[src/rtl/imem_arbiter.sv]
// imem_arbiter: lets the CPU fetch port and the program-loader/debug port share
// one single-port, synchronous-read instruction RAM. Conflicts are resolved
// round-robin. The loader can lock out fetch. Byte PCs become word indices, and
// illegal accesses are answered with an error and never reach the RAM.
module imem_arbiter #(
    parameter int DEPTH = 128,
    parameter int AW    = 7
) (
    input  logic          clk,
    input  logic          rst_n,
    input  logic          f_req,
    input  logic [31:0]   f_addr,
    output logic          f_gnt,
    output logic          f_rvalid,
    output logic [31:0]   f_rdata,
    output logic          f_err,
    input  logic          l_req,
    input  logic          l_we,
    input  logic          l_lock,
    input  logic [31:0]   l_addr,
    input  logic [31:0]   l_wdata,
    output logic          l_gnt,
    output logic          l_rvalid,
    output logic [31:0]   l_rdata,
    output logic          l_err,
    output logic          m_en,
    output logic          m_we,
    output logic [AW-1:0] m_addr,
    output logic [31:0]   m_wdata,
    input  logic [31:0]   m_rdata
);

    typedef enum logic {
        OWNER_FETCH  = 1'b0,
        OWNER_LOADER = 1'b1
    } owner_e;

    owner_e      rr_last_q, rr_last_d;
    logic        locked_q, locked_d;
    logic        f_rvalid_q, f_rvalid_d, f_err_q, f_err_d;
    logic        l_rvalid_q, l_rvalid_d, l_err_q, l_err_d;
    logic [31:0] f_hold_q, f_hold_d, l_hold_q, l_hold_d;
    logic        f_legal_s, l_legal_s, f_gnt_s, l_gnt_s;
    logic [31:0] f_rdata_s, l_rdata_s;

    // Word-aligned and inside the RAM.
    function automatic logic addr_legal(input logic [31:0] addr);
        return (addr[1:0] == 2'b00) && ({2'b00, addr[31:2]} < 32'(DEPTH));
    endfunction

    assign f_legal_s = addr_legal(f_addr);
    assign l_legal_s = addr_legal(l_addr);

    // Grant decision: nothing during reset, loader-only while locked, else round-robin.
    always_comb begin
        f_gnt_s = 1'b0;
        l_gnt_s = 1'b0;
        if (!rst_n) begin
            f_gnt_s = 1'b0;
            l_gnt_s = 1'b0;
        end else if (locked_q) begin
            l_gnt_s = l_req;
        end else if (f_req && l_req) begin
            case (rr_last_q)
                OWNER_LOADER: f_gnt_s = 1'b1;
                OWNER_FETCH:  l_gnt_s = 1'b1;
                default:      f_gnt_s = 1'b1;
            endcase
        end else begin
            f_gnt_s = f_req;
            l_gnt_s = l_req;
        end
    end

    // Memory port drive; illegal accesses are granted but keep m_en low.
    always_comb begin
        m_en    = 1'b0;
        m_we    = 1'b0;
        m_addr  = {AW{1'b0}};
        m_wdata = l_wdata;
        if (l_gnt_s) begin
            m_addr = l_addr[AW+1:2];
            m_en   = l_legal_s;
            m_we   = l_legal_s & l_we;
        end else if (f_gnt_s) begin
            m_addr = f_addr[AW+1:2];
            m_en   = f_legal_s;
        end else begin
            m_en = 1'b0;
        end
    end

    // Read data shows the RAM output in the response cycle, else the last value.
    always_comb begin
        f_rdata_s = f_hold_q;
        l_rdata_s = l_hold_q;
        if (f_rvalid_q) begin
            f_rdata_s = f_err_q ? 32'h0000_0000 : m_rdata;
        end else begin
            f_rdata_s = f_hold_q;
        end
        if (l_rvalid_q) begin
            l_rdata_s = l_err_q ? 32'h0000_0000 : m_rdata;
        end else begin
            l_rdata_s = l_hold_q;
        end
    end

    // Next-state: round-robin pointer, lock ownership and response flags.
    always_comb begin
        rr_last_d = rr_last_q;
        if (f_req && l_req && !locked_q) begin
            rr_last_d = f_gnt_s ? OWNER_FETCH : OWNER_LOADER;
        end else begin
            rr_last_d = rr_last_q;
        end
        if (locked_q) begin
            locked_d = l_lock;
        end else begin
            locked_d = l_lock & l_gnt_s;
        end
        f_rvalid_d = f_gnt_s;
        f_err_d    = f_gnt_s & ~f_legal_s;
        l_rvalid_d = l_gnt_s & ~l_we;
        l_err_d    = l_gnt_s & ~l_legal_s;
        f_hold_d   = f_rdata_s;
        l_hold_d   = l_rdata_s;
    end

    // State registers with synchronous active-low reset.
    always_ff @(posedge clk) begin
        if (!rst_n) begin
            rr_last_q  <= OWNER_LOADER;
            locked_q   <= 1'b0;
            f_rvalid_q <= 1'b0;
            f_err_q    <= 1'b0;
            l_rvalid_q <= 1'b0;
            l_err_q    <= 1'b0;
            f_hold_q   <= 32'h0000_0000;
            l_hold_q   <= 32'h0000_0000;
        end else begin
            rr_last_q  <= rr_last_d;
            locked_q   <= locked_d;
            f_rvalid_q <= f_rvalid_d;
            f_err_q    <= f_err_d;
            l_rvalid_q <= l_rvalid_d;
            l_err_q    <= l_err_d;
            f_hold_q   <= f_hold_d;
            l_hold_q   <= l_hold_d;
        end
    end

    assign f_gnt    = f_gnt_s;
    assign l_gnt    = l_gnt_s;
    assign f_rvalid = f_rvalid_q;
    assign f_err    = f_err_q;
    assign f_rdata  = f_rdata_s;
    assign l_rvalid = l_rvalid_q;
    assign l_err    = l_err_q;
    assign l_rdata  = l_rdata_s;

endmodule

[config.mk]
export PLATFORM = sky130hd
export DESIGN_NAME = imem_arbiter
export DESIGN_NICKNAME = d
export VERILOG_FILES = /design/src/rtl/imem_arbiter.sv
export SDC_FILE = /design/constraint.sdc
export NUM_CORES = 1
export LEC_CHECK = 0
export CORE_UTILIZATION = 32
export DETAILED_ROUTE_END_ITERATION = 16
export PLACE_DENSITY_LB_ADDON = 0.12
export REMOVE_ABC_BUFFERS = 1
export SYNTH_ARGS = -nofsm -noshare
export SYNTH_HDL_FRONTEND = slang
export SYNTH_SLANG_ARGS = --single-unit
[constraint.sdc]
create_clock -name clk -period 1.33 [get_ports clk]
set_input_delay 0.3325 -clock clk [delete_from_list [all_inputs] [get_ports clk]]
set_output_delay 0.3325 -clock clk [all_outputs]
set_load 0.005 [all_outputs]
# Word-level counts from Yosys, hierarchy flattened
# Cells that the tools add are included.
dict set report totals {
  regBits 70
  inputBits 134
  output_inout_bits 111
  word_cells 44
}
dict set report op_classes {
  n_lt_le_gt_ge 2
  mux 19
  n_bitwise 8
  reduce_logical 7
}
# operator count
set op_table {}
lappend op_table {{two-way mux 32 bit} 4}
lappend op_table {{< comparator 30 x 8 -> 1 bit, second input constant} 2}
lappend op_table {{two-way mux 7 bit} 2}
lappend op_table {{two-way mux 1 bit} 13}
lappend op_table {{AND 1 bit} 5}
lappend op_table {{logical AND 1 bit} 4}
lappend op_table {{logical NOT 2 bit} 2}
lappend op_table {{NOT 1 bit} 3}
lappend op_table {{logical NOT 1 bit} 1}

# Longest topological paths before layout
# Gate-level depths: netlist (run 1).
dict set report depth {
  word_depth 6
  mapped_depth 5
  depth_no_buf 4
}

# Worst setup path after synthesis (run 1)
# Ideal clock, no wire load.
dict set report synth_timing {
  kind {input port to output port}
  startpoint {input port l_addr[1]}
  endpoint {output port m_we}
  t_arrival_ps 1078
  required_time_ps 998
  path_slack_ps -80
  stages 4
  path_buffers 0
  cell_sequence {nor4_1 nand4_1 nor3_1 and2_1}
}
dict set report synth_via {
  elab_chain_len 4
}
# element line
set synth_lines {}
lappend synth_lines {{start: declaration} 20} ;# input logic [31:0] l_addr,
lappend synth_lines {{logical NOT 2 bit} 48} ;# return (addr[1:0] == 2'b00) && ({2'b00, addr[31:2]} < 32'(DEPTH));
lappend synth_lines {{logical AND 1 bit} 48}
lappend synth_lines {{AND 1 bit} 84} ;# m_we = l_legal_s & l_we;
lappend synth_lines {{two-way mux 1 bit} 81} ;# if (l_gnt_s) begin
lappend synth_lines {{end: declaration} 27} ;# output logic m_we,
# Every way passes these cells.

# Worst setup path in the final report (run 1)
dict set report layout_timing {
  startpoint {register locked_q}
  endpoint {output port m_we}
}
dict set report layout_via {
  elab_chain_len 3
}
# element line
set layout_lines {}
lappend layout_lines {{start: declaration} 39} ;# logic locked_q, locked_d;
lappend layout_lines {{start signal: assignment} 143} ;# locked_q <= locked_d;
lappend layout_lines {{two-way mux 1 bit} 61} ;# end else if (locked_q) begin
lappend layout_lines {{two-way mux 1 bit} 58} ;# if (!rst_n) begin
lappend layout_lines {{two-way mux 1 bit} 81}
# Every way passes these cells.

==> run_results.csv, run 1 <==
group,metric,value,unit
outcome,status,"finished with violations",
outcome,violations,"setup timing",
timing,worst_pin_slew,509,ps
synth,synth.largest_area_cell,"dfxtp_1",
timing,clock-skew-final,11.9,ps
power_and_ir_drop,p_per_area,790,mW/mm2
power_and_ir_drop,cellLeakagePower,3.07,nW
floorplanning,core,0.0103,mm2
timing,setup_viol_count_final,79,
power_and_ir_drop,peakVddDrop,0.000443,V
drt,drt-pass1-iter-count,4,
place,dp_slack,-1260,ps
cts,clk-insertion-delay-late,340,ps
cts,clock_sinks,70,
synth,synth_warnings,0,
synth,yosys-top-cells-area,"dfxtp_1 (41%), and2_1 (12%), nand3b_1 (7.5%)",
power_and_ir_drop,internal_power,3.89,mW
synth,seq_area_frac_synth,0.412,
drt,viasPerCell,4.73,
synth,synth_area_per_cell,7.97,um2
worst_setup_path,crit_path_max_incr_delay,370,ps
timing,worst_slack,-593,ps
timing,fin_setup_tns,-31220,ps
timing,hold_violations,0,
worst_setup_path,reg2reg_from,"f_err$_SDFF_PN0_",
synth,synthCells,427,
final_layout,layout_common_cells,"buf_2 (74), inv_1 (64), dfxtp_1 (64)",
worst_setup_path,cp.required,1000,ps
timing,rsz0062_at_grt,"true",
worst_setup_path,cp_num_buf_inv,3,
global_route,grt_usage,0.241,
worst_setup_path,path_class,"flip-flop to primary output",
floorplanning,die_w,105,um
cts,holdBufCountCts,0,
drt,vias,3761,
drt,routed_wl,13700,um
cts,cts_max_path_buffers,2,
worst_setup_path,crit_family,"simple AND/OR/NAND/NOR gates",
synth,syn_area,0.00340,mm2
floorplanning,dieArea,0.0110,mm2
cts,cts_tree,"yes",
worst_setup_path,end_kind,"primary output",
hold_path,hp-start,"rst_n",
power_and_ir_drop,combinationalPowerShare,0.269,
run,maxCapViolCount,0,
global_route,grt_max_degree,63,
floorplanning,initial_utilization,0.330,
worst_setup_path,crit_start,"locked_q$_SDFF_PN0_",
drt,initialDrtViolationCount,139,
timing,fin_crit_sh,1.45,
power_and_ir_drop,switching_share,0.258,
worst_setup_path,cpMaxStageDelayCell,"dfxtp_4",
floorplanning,die_h,105,um
final_layout,nets,791,
final_layout,antenna_cells,0,
worst_setup_path,path_common_cell,"buf_6",
worst_setup_path,cp.arrival,1590,ps
cts,path_clk_slew,70,ps
global_route,grt_pass1_vias,3798,
synth,ys_seq_elements,70,
place,place_congestion,0.754,
power_and_ir_drop,seq_power_share,0.419,
cts,htreeDepth,3,
drt,postRouteAntennaNets,0,
floorplanning,ios,245,
cts,numCtsBuffers,9,
floorplanning,rows,37,
hold_path,min_path_type,"input pin to flip-flop",
timing,slew-limit-headroom,0.661,
final_layout,areaGrowthSynthToFinish,95.0,%
worst_setup_path,cp-start-kind,"flip-flop",
timing,max_freq,520,MHz
global_route,antenna_found_initial,0,
timing,drv_slew,0,
synth,synth_top_area_share,0.412,
synth,ys_types,27,
place,dp_hpwl,8060,um
cts,root_buffer,"clkbuf_8",
timing,finalCriticalPeriod,1920,ps
worst_setup_path,crit_chain,"nand3b_1 -> nand3_2 -> buf_6 -> nor3_4 -> buf_4 -> and2_4 -> buf_6",
power_and_ir_drop,clockPowerShare,0.312,
place,portBuffers,180,
drt,wl_per_cell,17.2,um
power_and_ir_drop,p_sw,1.35,mW
final_layout,layout_commonest_cell,"buf_2",
final_layout,drive_gt1_frac,0.469,
drt,drc,0,
global_route,overflow,0,
worst_setup_path,cp_max_fo,3,
global_route,grt_pass1_wl,20100,um
==> power groups by stage <==
| stage | Sequential [mW] | Combinational, mW | Clock [mW] |
|---|---|---|---|
| floorplan | 2.27 | 0.252 | 0 |
| global placement | 2.24 | 1.05 | 0 |
| detailed placement | 2.25 | 1.05 | 0 |
| CTS | 2.20 | 1.26 | 1.68 |
| global route | 2.21 | 1.50 | 1.78 |
| finish | 2.20 | 1.41 | 1.64 |
==> cell usage after synthesis, drive strengths merged <==
cell    number
a21o         1
a21oi        3
a22o         7
and2        65
and2b        1
and3         1
buf         39
clkbuf      16
dfxtp       70
inv         66
nand2       32
nand3        3
nand3b      34
nand4        2
nor2         6
nor2b        2
nor3         3
nor4        10
o211a        1
o21ai       65
==> per-layer routing <==
layer,vias up,track usage,part of all wire
li1,1802,-,-
met1,1767,0.286,0.40
met2,178,0.402,0.49
met3,12,0.0898,0.095
met4,2,0.0684,0.0095
met5,-,0.0286,0.0030
==> what timing repair did <==
item | CTS | global route
pin swaps | 45 | 31
setup endpoints to repair | 80 | 86
gates cloned | 14 | 1
gates resized for setup | 516 | 103
buffers inserted | 41 | 25
==> sequential cells by signal, indices dropped and copies added, names as in the netlist <==
name	cells
f_err	1
f_hold_q	32
f_rvalid	1
l_err	1
l_hold_q	32
l_rvalid	1
locked_q	1
rr_last_q	1
==> tightest hold or removal path, delay by kind of cell <==
family	cells	cell delay (ps)
buf+inv	2	280
compound gates	1	90
==> logic make-up after synthesis <==
family                 Yosys count  synth area share
AO/OA/AOI/OAI                   77             0.135
buffers and inverters          121             0.177
flip-flops                      70             0.412
AND/OR/NAND/NOR                159             0.276
==> area by class of cell <==
type,instances,area (um2)
tap,136,170
sequential,70,1420
inverter,66,258
timing repair buffer,274,2650
clock buffer,11,141
clock inverter,2,35.0
fill,907,3690
multi-input combinational,236,1960
==> through the flow <==
step | cell area, um2 | hold WS [ps] | power [mW] | instances | utilization
2_1_floorplan | 3050 | 405 | 2.52 | 372 | -
3_3_place_gp | 5260 | 498 | 3.29 | 710 | 0.509
3_5_place_dp | 5260 | 502 | 3.30 | 710 | 0.509
4_1_cts | 6180 | 401 | 5.13 | 778 | 0.599
5_1_grt | 6630 | 411 | 5.48 | 795 | 0.642
6_report | 6630 | 411 | 5.24 | 795 | 0.642
==> final timing paths <==
check,endpoint,slack [ps],depth (start not counted)
worst max-delay path,m_we,-590,7
worst min-delay path,rr_last_q$_SDFFE_PN1P_,410,3
worst max register to register,f_hold_q[22]$_SDFF_PN0_,-30,8
worst min register to register,locked_q$_SDFF_PN0_,540,1
No activity file was read; power rests on OpenSTA's default activity.
==> run 2, diff against run 1 <==
Settings changed: MAX_ROUTING_LAYER set to met4.
==> run 2 against run 1 <==
The run still ends with setup timing left. Worst setup slack got worse by 12 ps. Largest cell class unchanged. Clock power barely moved. Cell count did not move. Sequential power barely moved. Critical endpoint unchanged. Fmax fell by 0.64%. Non-clock buffer count did not move. Clock-buffer cell count did not move. Largest power group unchanged. Via count fell by 0.13%. Highest routed layer is now met4. Sequential share of layout area did not move. Global-route usage rose by 0.73 points.
==> run_results.csv, run 2 (same netlist as run 1, synthesis figures left out) <==
group,metric,value,unit
floorplanning,die_h,105,um
floorplanning,dieArea,0.0110,mm2
final_layout,drive_gt1_frac,0.469,
timing,slew-limit-headroom,0.663,
worst_setup_path,cpMaxStageDelayCell,"nor4_4",
place,dp_hpwl,8060,um
hold_path,min_path_cells,3,
hold_path,min_path_type,"input pin to flip-flop",
drt,drt-pass1-iter-count,5,
timing,drv_slew,0,
place,post-place-cells,710,
drt,postRouteAntennaNets,0,
global_route,met2_usage,0.404,
worst_setup_path,path_class,"input pin to primary output",
timing,fin_crit_sh,1.46,
power_and_ir_drop,p_sw,1.36,mW
cts,htreeDepth,3,
power_and_ir_drop,p_per_area,791,mW/mm2
cts,numCtsBuffers,9,
global_route,grt_pass1_wl,20100,um
power_and_ir_drop,clockPowerShare,0.312,
final_layout,instances_no_fill,795,
drt,vias,3756,
power_and_ir_drop,internal_power,3.89,mW
final_layout,antenna_cells,0,
final_layout,design_area,0.00663,mm2
power_and_ir_drop,seq_power_share,0.419,
drt,drc,0,
worst_setup_path,crit_start,"l_addr[10]",
timing,max_freq,517,MHz
power_and_ir_drop,combinationalPowerShare,0.269,
worst_setup_path,cp.arrival,1600,ps
cts,clock_sinks,70,
floorplanning,initial_utilization,0.330,
timing,worst_slack,-606,ps
outcome,status,"finished with violations",
place,placed_area,0.00526,mm2
worst_setup_path,r2r-end,"f_hold_q[22]$_SDFF_PN0_",
worst_setup_path,cp_max_fo,2,
final_layout,layout_commonest_cell,"buf_2",
worst_setup_path,ff2ff_setup_slack,-20,ps
outcome,violations,"setup timing",
drt,wl_per_cell,17.3,um
floorplanning,ios,245,
timing,fin_setup_tns,-31280,ps
floorplanning,rows,37,
global_route,grt_pass1_vias,3799,
worst_setup_path,cp.required,1000,ps
worst_setup_path,crit_chain,"dlygate4sd2_1 -> nor4_4 -> nand3_2 -> nor3_4 -> buf_4 -> and2_4 -> buf_6",
worst_setup_path,end_kind,"primary output",
power_and_ir_drop,switching_share,0.259,
worst_setup_path,cp-endpoint,"m_we",
run,maxCapViolCount,0,
power_and_ir_drop,peakVddDrop,0.000444,V
final_layout,reg_top3,"f_hold_q (32), l_hold_q (32)",
global_route,grt_usage,0.248,
timing,finalCriticalPeriod,1940,ps
final_layout,areaGrowthSynthToFinish,95.0,%
power_and_ir_drop,cellLeakagePower,3.07,nW
global_route,use_met1,0.290,
place,place_congestion,0.764,
timing,rsz0062_at_grt,"true",
floorplanning,die_w,105,um
cts,cts_max_path_buffers,2,
worst_setup_path,rr_worst_depth,8,
timing,setup_viol_count_final,79,
cts,holdBufCountCts,0,
global_route,grt-busiest-layer,"met2",
final_layout,layout_common_cells,"buf_2 (74), inv_1 (64), dfxtp_1 (64)",
timing,worst_pin_slew,505,ps
drt,initialDrtViolationCount,124,
place,dp_slack,-1260,ps
worst_setup_path,reg2reg_from,"f_err$_SDFF_PN0_",
global_route,grtUsageMet3,0.0873,
drt,routed_wl,13800,um
final_layout,fill_cells,905,
floorplanning,core,0.0103,mm2
cts,cts_tree,"yes",
final_layout,regArea,0.00142,mm2
global_route,grt_max_degree,63,
final_layout,nets,791,
cts,root_buffer,"clkbuf_8",
worst_setup_path,crit_path_max_incr_delay,310,ps
timing,hold_violations,0,
global_route,antenna_found_initial,0,
worst_setup_path,cp-start-kind,"input pin",
drt,viasPerCell,4.72,
cts,path_clk_slew,70,ps
timing,clock-skew-final,12.2,ps
cts,clk-insertion-delay-late,340,ps
place,portBuffers,180,
final_layout,multiInputGateArea,0.00196,mm2
global_route,overflow,0,
run 2: worst min path at each step:
stage / from / end / slack (ps)
after global routing: rst_n / rr_last_q$_SDFFE_PN1P_ / 410
after global placement: locked_q$_SDFF_PN0_ / locked_q$_SDFF_PN0_ / 500
final: rst_n / rr_last_q$_SDFFE_PN1P_ / 410
after floorplan: l_we / l_rvalid$_SDFF_PN0_ / 400
after detailed placement: locked_q$_SDFF_PN0_ / locked_q$_SDFF_PN0_ / 500
after CTS: rst_n / rr_last_q$_SDFFE_PN1P_ / 400
run 2: what timing repair did:
action                     CTS  global route
pin swaps                   45            31
gates cloned                14             1
gates resized for setup    516           100
setup endpoints to repair   80            86
buffers inserted            41            24
run 2: stage by stage:
step                 util  total power, mW  hold slack [ps]
global route        0.642             5.49              411
detailed placement  0.509             3.30              502
global placement    0.509             3.29              498
floorplan               -             2.52              405
CTS                 0.599             5.13              401
finish              0.642             5.25              412
run 2: final cells by class:
type | count | area share
multi-input combinational | 236 | 0.295
timing repair buffer | 274 | 0.400
sequential | 70 | 0.214
clock buffer | 11 | 0.0213
tap | 136 | 0.0257
clock inverter | 2 | 0.00528
inverter | 66 | 0.0389
run 2: power groups by stage:
stage / clock network, mW / logic [mW] / registers (mW)
6_report: 1.64 / 1.41 / 2.20
4_1_cts: 1.68 / 1.26 / 2.20
5_1_grt: 1.78 / 1.50 / 2.21
3_3_place_gp: 0 / 1.05 / 2.24
2_1_floorplan: 0 / 0.252 / 2.27
3_5_place_dp: 0 / 1.05 / 2.25
run 2: worst max-delay path, delay by kind of cell:
kind	cells	cell delay, ps
buf+inv	3	490
simple gates	4	790
run 2: per-layer routing:
metal  up-vias  wire length [um]
li1       1799                 -
met1      1766              5690
met2       181              6740
met3        10              1240
met4         0               129
met5         -                 0
==> run 3, diff against run 2 <==
Settings changed: CORE_AREA set to 2 2 95 97, CORE_UTILIZATION 32 to not set, DIE_AREA set to 0 0 97 99, DONT_BUFFER_PORTS set to 1.
==> run 3 against run 2 <==
Hold slack got worse by 360 ps. Critical path type is now flip-flop to primary output. First-iteration DRC count fell by 44%. Routed wire length fell by 8.7%. Global-route usage rose by 0.84 points. Die area fell by 13%. Sequential power barely moved. Critical path depth fell by 2. Utilization fell by 6.6 points. Total power fell by 9.5%. The flow still finishes with violations (setup timing). Largest cell class is now multi-input gates.
==> run_results.csv, run 3 (same netlist as run 1, synthesis figures left out) <==
group,metric,value,unit
worst_setup_path,cp_num_buf_inv,1,
cts,clock_sinks,70,
place,portBuffers,0,
timing,finalCriticalPeriod,1680,ps
cts,numCtsBuffers,9,
worst_setup_path,ff2ff_setup_slack,90,ps
floorplanning,initial_utilization,0.398,
final_layout,antenna_cells,0,
hold_path,min_path_cells,1,
drt,postRouteAntennaNets,0,
timing,max_freq,594,MHz
floorplanning,die_w,97,um
worst_setup_path,cp_max_fo,10,
timing,fin_crit_sh,1.27,
global_route,grt_pass1_wl,17900,um
final_layout,reg_top3,"f_hold_q (32), l_hold_q (32)",
worst_setup_path,crit_chain,"nor2b_2 -> nand2_1 -> a21oi_2 -> buf_12 -> a22o_1",
cts,htreeDepth,3,
cts,path_clk_slew,80,ps
global_route,antenna_found_initial,0,
timing,hold_violations,0,
cts,cts_tree,"yes",
worst_setup_path,end_kind,"primary output",
floorplanning,die_h,99,um
timing,slew-limit-headroom,0.807,
drt,initialDrtViolationCount,69,
global_route,grt_pass1_vias,3004,
hold_path,min_path_type,"input pin to flip-flop",
worst_setup_path,cpMaxStageDelayCell,"dfxtp_2",
timing,worst_slack,-354,ps
place,dp_slack,-259,ps
floorplanning,ios,245,
worst_setup_path,path_class,"flip-flop to primary output",
hold_path,hold_end,"l_rvalid$_SDFF_PN0_",
global_route,grt_usage,0.257,
timing,fin_setup_tns,-20650,ps
drt,vias,2967,
final_layout,drive_gt1_frac,0.380,
final_layout,nets,559,
worst_setup_path,crit_start,"locked_q$_SDFF_PN0_",
place,place_congestion,0.811,
drt,drt-pass1-iter-count,4,
floorplanning,core,0.00855,mm2
drt,wl_per_cell,23.5,um
final_layout,areaGrowthSynthToFinish,44.9,%
final_layout,final_core_util,0.576,
worst_setup_path,crit_path_max_incr_delay,340,ps
cts,cts_max_path_buffers,2,
floorplanning,rows,34,
power_and_ir_drop,p_per_area,963,mW/mm2
timing,clock-skew-final,9.38,ps
power_and_ir_drop,cellLeakagePower,1.97,nW
drt,routed_wl,12600,um
outcome,status,"finished with violations",
power_and_ir_drop,finalPower,4.75,mW
power_and_ir_drop,peakVddDrop,0.000391,V
worst_setup_path,crit_family,"flip-flops",
final_layout,layout_common_cells,"inv_1 (65), dfxtp_1 (65), and2_1 (64)",
hold_path,hp-start,"l_we",
outcome,violations,"setup timing",
global_route,overflow,0,
worst_setup_path,rr_worst_depth,6,
timing,rsz0062_at_grt,"true",
timing,worst_pin_slew,286,ps
run,maxCapViolCount,0,
drt,viasPerCell,5.53,
final_layout,fill_cells,728,
place,dp_hpwl,7060,um
drt,drc,0,
floorplanning,dieArea,0.00960,mm2
global_route,grt_max_degree,69,
cts,clk-insertion-delay-late,340,ps
cts,root_buffer,"clkbuf_8",
timing,setup_viol_count_final,75,
worst_setup_path,reg2reg_from,"f_rvalid$_SDFF_PN0_",
worst_setup_path,cp.required,1000,ps
worst_setup_path,cp.arrival,1350,ps
worst_setup_path,r2r-end,"f_hold_q[6]$_SDFF_PN0_",
worst_setup_path,cp-start-kind,"flip-flop",
timing,drv_slew,0,
==> run 3: area by class of cell <==
class	count	area [um2]	share of cell area
clock buffer	9	124	0.0251
clock inverter	6	63.8	0.0129
inverter	66	255	0.0518
multi-input combinational	236	2200	0.446
sequential	70	1420	0.287
tap	108	135	0.0274
timing repair buffer	42	737	0.150
==> run 3: per-layer routing <==
layer	vias to the layer above	wire length (um)	GRT usage	part of all wire
met5	-	0	-	0
met4	0	288	0.0899	0.023
met3	24	1630	0.139	0.13
met2	199	5800	0.393	0.46
met1	1409	4890	0.284	0.39
li1	1335	-	-	-
==> run 3: power breakdown <==
| part | total [mW] | switching (mW) | internal [mW] |
|---|---|---|---|
| Clock | 1.68 | 0.831 | 0.852 |
| Combinational | 0.863 | 0.435 | 0.428 |
| Sequential | 2.20 | 0.0314 | 2.17 |
| Total | 4.75 | 1.30 | 3.45 |
==> run 3: worst register-to-register path, stage by stage (launching register included) <==
cell       delay [ps]
dfxtp_4           360
and2b_4           180
buf_12            140
clkbuf_16         170
nand2_4            70
o21ai_4            60
and2_1            160
==> run 3: metrics by stage <==
stage	hold slack [ps]	instances	cell area [um2]
2_1_floorplan	405	372	3050
3_3_place_gp	402	497	3390
3_5_place_dp	404	497	3390
4_1_cts	32.7	537	4570
5_1_grt	34.6	537	4930
6_report	52.7	537	4930
==> run 3: worst max-delay path by stage <==
stage / slack [ps] / to / depth (start not counted)
global placement: -240 / m_we / 5
floorplan: -620 / f_rdata[10] / 3
CTS: -390 / m_addr[6] / 5
finish: -350 / m_addr[6] / 5
detailed placement: -260 / m_we / 5
global route: -450 / m_addr[6] / 5
==> run 3: timing repair <==
action,4_1_cts,5_1_grt
hold endpoints to repair,0,0
buffers inserted,11,2
setup endpoints to repair,75,77
resized for setup,164,72
gates cloned,14,3
pin swaps,37,29
hold buffers,0,0
